==> config.mk <==
export PLATFORM = sky130hd
export DESIGN_NAME = axi_read_master
export DESIGN_NICKNAME = d
export VERILOG_FILES = /design/src/rtl/axi_read_master.sv
export SDC_FILE = /design/constraint.sdc
export NUM_CORES = 1
export LEC_CHECK = 0
export ABC_AREA = 1
export BUFFER_PORTS_ARGS = -buffer_cell sky130_fd_sc_hd__buf_2
export CORE_ASPECT_RATIO = 0.8
export CORE_UTILIZATION = 51
export CTS_CLUSTER_DIAMETER = 80
export DETAILED_ROUTE_END_ITERATION = 16
export GPL_TIMING_DRIVEN = 0
export PLACE_DENSITY = 0.86
export SLEW_MARGIN = 20
export SYNTH_ARGS = -nofsm -noshare
export SYNTH_HDL_FRONTEND = slang
export SYNTH_SLANG_ARGS = --single-unit
export TNS_END_PERCENT = 10
==> constraint.sdc <==
create_clock -name AXI_aclk -period 4.8 [get_ports AXI_aclk]
set_clock_uncertainty 0.2 [all_clocks]
set_input_delay 1.44 -clock AXI_aclk [delete_from_list [all_inputs] [get_ports AXI_aclk]]
set_output_delay 1.44 -clock AXI_aclk [all_outputs]
set_load 0.005 [all_outputs]
==> src/rtl/axi_read_master.sv <==
// AXI4 read master: issues one read burst per start_read request and pushes
// the returned beats into the DMA data FIFO, reporting completion and errors.
module axi_read_master #(
  parameter int unsigned C_M_AXI_ADDR_WIDTH = 8,
  parameter int unsigned C_M_AXI_DATA_WIDTH = 32
) (
  input  logic                          AXI_aclk,
  input  logic                          AXI_areset,
  input  logic [C_M_AXI_ADDR_WIDTH-1:0] src_addr,
  input  logic [1:0]                    read_burst_type,
  input  logic [2:0]                    read_burst_size,
  input  logic [8:0]                    read_beats,
  input  logic                          start_read,
  output logic                          read_transaction_completed,
  output logic                          read_resp_error,
  output logic                          busy,
  output logic [C_M_AXI_ADDR_WIDTH-1:0] M_AXI_ARADDR,
  output logic [7:0]                    M_AXI_ARLEN,
  output logic [2:0]                    M_AXI_ARSIZE,
  output logic [1:0]                    M_AXI_ARBURST,
  output logic                          M_AXI_ARVALID,
  input  logic                          M_AXI_ARREADY,
  input  logic [C_M_AXI_DATA_WIDTH-1:0] M_AXI_RDATA,
  input  logic [1:0]                    M_AXI_RRESP,
  input  logic                          M_AXI_RLAST,
  input  logic                          M_AXI_RVALID,
  output logic                          M_AXI_RREADY,
  output logic                          fifo_wr_en,
  output logic [C_M_AXI_DATA_WIDTH-1:0] fifo_wr_data,
  input  logic                          fifo_full
);

  localparam int unsigned CNT_W = 9;

  localparam logic [1:0] BURST_FIXED = 2'd0;
  localparam logic [1:0] BURST_WRAP  = 2'd2;
  localparam logic [1:0] RESP_OKAY   = 2'd0;

  typedef enum logic [1:0] {IDLE, ADDR, DATA, DONE} state_t;

  state_t           state;
  state_t           state_next;
  logic [CNT_W-1:0] beat_cnt;
  logic [CNT_W-1:0] beats_q;
  logic             req_illegal;
  logic             last_beat;
  logic             beat_err;

  // Lengths the AXI4 protocol cannot express for this burst type.
  assign req_illegal = (read_beats == CNT_W'(0)) ||
                       (read_beats > CNT_W'(256)) ||
                       ((read_beats > CNT_W'(16)) &&
                        ((read_burst_type == BURST_FIXED) ||
                         (read_burst_type == BURST_WRAP)));

  // Burst length is owned by the request, not by RLAST.
  assign last_beat = (beat_cnt == (beats_q - CNT_W'(1)));
  assign beat_err  = (M_AXI_RRESP != RESP_OKAY) || (M_AXI_RLAST != last_beat);

  assign fifo_wr_data = M_AXI_RDATA;

  // State register.
  always_ff @(posedge AXI_aclk) begin
    if (AXI_areset) state <= IDLE;
    else            state <= state_next;
  end

  // Next-state logic and combinational R-channel/FIFO handshake.
  always_comb begin
    state_next   = state;
    M_AXI_RREADY = 1'b0;
    fifo_wr_en   = 1'b0;
    case (state)
      IDLE: begin
        if (start_read) state_next = req_illegal ? DONE : ADDR;
      end
      ADDR: begin
        if (M_AXI_ARVALID && M_AXI_ARREADY) state_next = DATA;
      end
      DATA: begin
        M_AXI_RREADY = !fifo_full;
        if (M_AXI_RVALID && !fifo_full) begin
          fifo_wr_en = 1'b1;
          if (last_beat) state_next = DONE;
        end
      end
      DONE: begin
        state_next = IDLE;
      end
      default: state_next = IDLE;
    endcase
  end

  // Registered AR channel, status outputs, beat counter and error flag.
  always_ff @(posedge AXI_aclk) begin
    if (AXI_areset) begin
      M_AXI_ARADDR               <= '0;
      M_AXI_ARLEN                <= '0;
      M_AXI_ARSIZE               <= '0;
      M_AXI_ARBURST              <= '0;
      M_AXI_ARVALID              <= 1'b0;
      read_transaction_completed <= 1'b0;
      read_resp_error            <= 1'b0;
      busy                       <= 1'b0;
      beat_cnt                   <= '0;
      beats_q                    <= '0;
    end else begin
      M_AXI_ARVALID              <= (state_next == ADDR);
      read_transaction_completed <= (state_next == DONE);
      busy                       <= (state_next != IDLE);

      if ((state == IDLE) && start_read) begin
        beats_q         <= read_beats;
        read_resp_error <= req_illegal;
        if (!req_illegal) begin
          M_AXI_ARADDR  <= src_addr;
          M_AXI_ARLEN   <= 8'(read_beats - CNT_W'(1));
          M_AXI_ARSIZE  <= read_burst_size;
          M_AXI_ARBURST <= read_burst_type;
        end
      end

      if ((state == ADDR) && M_AXI_ARVALID && M_AXI_ARREADY) beat_cnt <= '0;

      if (fifo_wr_en) begin
        beat_cnt <= beat_cnt + CNT_W'(1);
        if (beat_err) read_resp_error <= 1'b1;
      end
    end
  end

endmodule

==> results by group <==
Synthesis
  – Syn Inst Count: 384
  – EDFF count, synth: 0
  – Compound-Gate Fraction of Synth Area: 13.2%
  – Post-synth top area share: 33.7%
  – Seq/Total Area, Yosys: 33.7%
  – Simple-gate portion of the synthesized area: 30.4%
  – Post-Syn Area: 2670 um^2
  – Post-Syn Nets: 451
  – FF+latch count, synth: 45
  – Synth top area cells: dfxtp_1 34%, nand2_1 9.4%, buf_4 9.0%
  – Combinational family with the most area after synthesis: simple AND/OR/NAND/NOR gates
  – Warnings, synthesis: 0
  – Proportion of synthesized area in mux cells: 0%
  – Synth cell count leaders: 67 x nand2_1, 59 x nor2_1, 45 x dfxtp_1, 35 x inv_1, 32 x buf_4
  – Library cells used by synthesis: 38
  – Synth Area in XOR/XNOR: 3.56%
  – Ys flop type: dfxtp_1
  – Post-synth top area cell: dfxtp_1
  – Count leader, synth: nand2_1
  – Syn_area_per_cell: 6.96 um^2
  – Synth Area in Adders: 1.87%
  – Asr flop ratio synth: 0%

Global routing
  – First-pass GRT wire length: 9930 um
  – Antenna violations before repair: 0
  – Pin count of the biggest net entering global routing: 17
  – Vias in the first global route: 2,281
  – GRT Total Usage: 22.5%
  – Grt ovf: 0

Die
  – DIE WIDTH: 82.9 um
  – Ports: 122
  – FP Rows: 23
  – Die Y: 66.7 um
  – Core Area: 5040 um^2
  – Initial Utilization: 53.1%
  – DIE AREA: 5540 um^2

Detailed routing
  – Initial DRC count: 100
  – Pre-antenna DRT Iters: 4
  – Vias: 2,672
  – Vias/cell: 4.92
  – Routed Antenna Nets: 0
  – WL final: 6160 um
  – Average wire per standard cell: 11.3 um
  – DRC viols: 0

STA
  – RSZ-0062 raised after global routing: false
  – F_max: 272 MHz
  – Final Critical Period: 3.68 ns
  – Setup ws final: 1.12 ns
  – Setup TNS: 0 ns
  – Hold Worst Slack: 0.289 ns
  – Max-slew headroom: 65.3%
  – Final Setup Violations: 0
  – Worst Tran Pin Value: 0.520 ns
  – Fin. Hold Viols: 0
  – Fin crit share: 76.6%
  – Slew Viols, Final: 0

Clocking
  – Post-CTS setup buffer count: 0
  – Cts bufs inserted: 5
  – Post-cts sizing count: 0
  – CTS tree: built
  – H-tree lvl count: 2
  – CTS Hold Bufs: 0
  – CTS Root Cell: clkbuf_8
  – Clock Sinks: 45
  – Clock buffer depth: 2
  – Clock Latency Late Sink: 0.31 ns
  – Clock-pin slew on the worst setup and hold paths: 0.09 ns

Critical path
  – CP Launch Type: input port
  – Most common cell on crit path: buf_2
  – Critical Path, Cell by Cell: buf_2 -> nor2_1 -> inv_1 -> nor2_8 -> buf_2
  – Worst-path maximum fanout: 9
  – Critical Path RT: 3.16 ns
  – Slowest-stage cell, CP: nor2_8
  – Critical path capture point type: output port
  – Critical Path Max Stage Delay: 0.15 ns
  – Crit path kind: input port to output port
  – Critical Path AT: 2.04 ns

Run status
  – Status: finished, final reports clean

Place
  – Final Wtd Congestion: 0.861
  – # port buffers: 89
  – Dpl hpwl: 4880 um
  – Post-Place Setup Slack: 1.13 ns

Power
  – PwrDens: 317 nW/um^2
  – Leakage power: 1.70 nW
  – Worst vdd ir: 0.285 mV

Cells and area
  – Share of cells above drive strength 1: 35.6%
  – Nets: 547
  – Fill cells: 447
  – Antenna cell count: 0
  – Sequential Area: 901 um^2
  – Area Growth Syn to Fin: 23.9%
  – Multi-input gate area: 1310 um^2

Flow run
  – Max-cap viol count: 0

Min path
  – Worst min path class: register to register
## area by class of cell
class	instances	area share (%)
buffer	42	9.07
multi-input combinational	254	39.6
inverter	43	4.87
sequential	45	27.2
timing repair buffer	89	13.4
clock inverter	3	1.44
clock buffer	5	2.08
tap	62	2.34
## through the flow
step / utilization (%) / instances / instance area [um^2] / power [mW]
6_report: 65.8 / 543 / 3310 / 1.05
5_1_grt: 65.8 / 543 / 3310 / 1.12
4_1_cts: 65.8 / 543 / 3310 / 1.06
3_5_place_dp: 63.5 / 535 / 3200 / 0.755
3_3_place_gp: 63.5 / 535 / 3200 / 0.746
2_1_floorplan: - / 384 / 2670 / 0.662
## cell usage in the layout, fill, tap and decap left out, types with 2 or more instances in the layout
cell,synthesis,layout
nor2_1,59,59
a211oi_1,4,4
or2_2,3,3
nor3_1,3,3
inv_2,7,7
xnor2_1,6,6
ha_1,4,4
xor2_1,3,3
inv_1,35,35
inv_6,0,2
clkbuf_1,5,5
o21ai_1,2,2
nand2_1,67,67
nor3_2,2,2
nand2_2,8,8
a21oi_1,20,20
buf_2,3,92
nor2_4,3,3
buf_4,32,32
o21ai_0,29,29
dfxtp_1,45,45
clkbuf_8,0,5
nand4_1,2,2
nand3_1,19,19
nor2_2,8,8
## state kept, by name (all words and copies together) (netlist names), 2 cells and up
| name | count |
|---|---|
| beat_cnt | 9 |
| beats_q | 9 |
| M_AXI_ARADDR | 8 |
| M_AXI_ARLEN | 8 |
| M_AXI_ARSIZE | 3 |
| M_AXI_ARBURST | 2 |
| state | 2 |
## cell families (layout without fill, tap and decap cells)
family,count (synthesis),after routing
and+or+nand+nor,177,177
buffers and inverters,85,182
AOI/OAI and AO/OA,63,63
DFF,45,45
xor gates and xnor gates,10,10
adders and majority gates,4,4
## critical path, delay by kind of cell
kind | cells | cell delay [ns]
buffers and inverters | 3 | 0.34
and+or+nand+nor | 2 | 0.25
## metal layers
metal | part of all wire, % | vias up | global-route usage, %
met5 | 0 | - | 0
met4 | 1.6 | 0 | 8.84
met3 | 7.7 | 11 | 5.82
met2 | 46 | 110 | 38.2
met1 | 45 | 1175 | 27.6
li1 | - | 1376 | -
## power by group
part / leakage [nW] / switching (mW) / internal [mW] / total [mW]
Combinational: 1.27 / 0.186 / 0.132 / 0.319
Clock: 0.0591 / 0.142 / 0.159 / 0.301
Sequential: 0.368 / 0.0244 / 0.406 / 0.431
## worst paths after layout
check                                start                       endpoint  slack [ns]  cells after the start
max                              fifo_full                     fifo_wr_en        1.12                      5
min reg2reg  M_AXI_ARBURST[0]$_SDFFE_PP0P_  M_AXI_ARBURST[0]$_SDFFE_PP0P_        0.29                      2
min          M_AXI_ARBURST[0]$_SDFFE_PP0P_  M_AXI_ARBURST[0]$_SDFFE_PP0P_        0.29                      2
max reg2reg        beats_q[0]$_SDFFE_PP0P_       M_AXI_ARVALID$_SDFF_PP0_        2.65                     15
No activity file was read; power rests on OpenSTA's default activity.
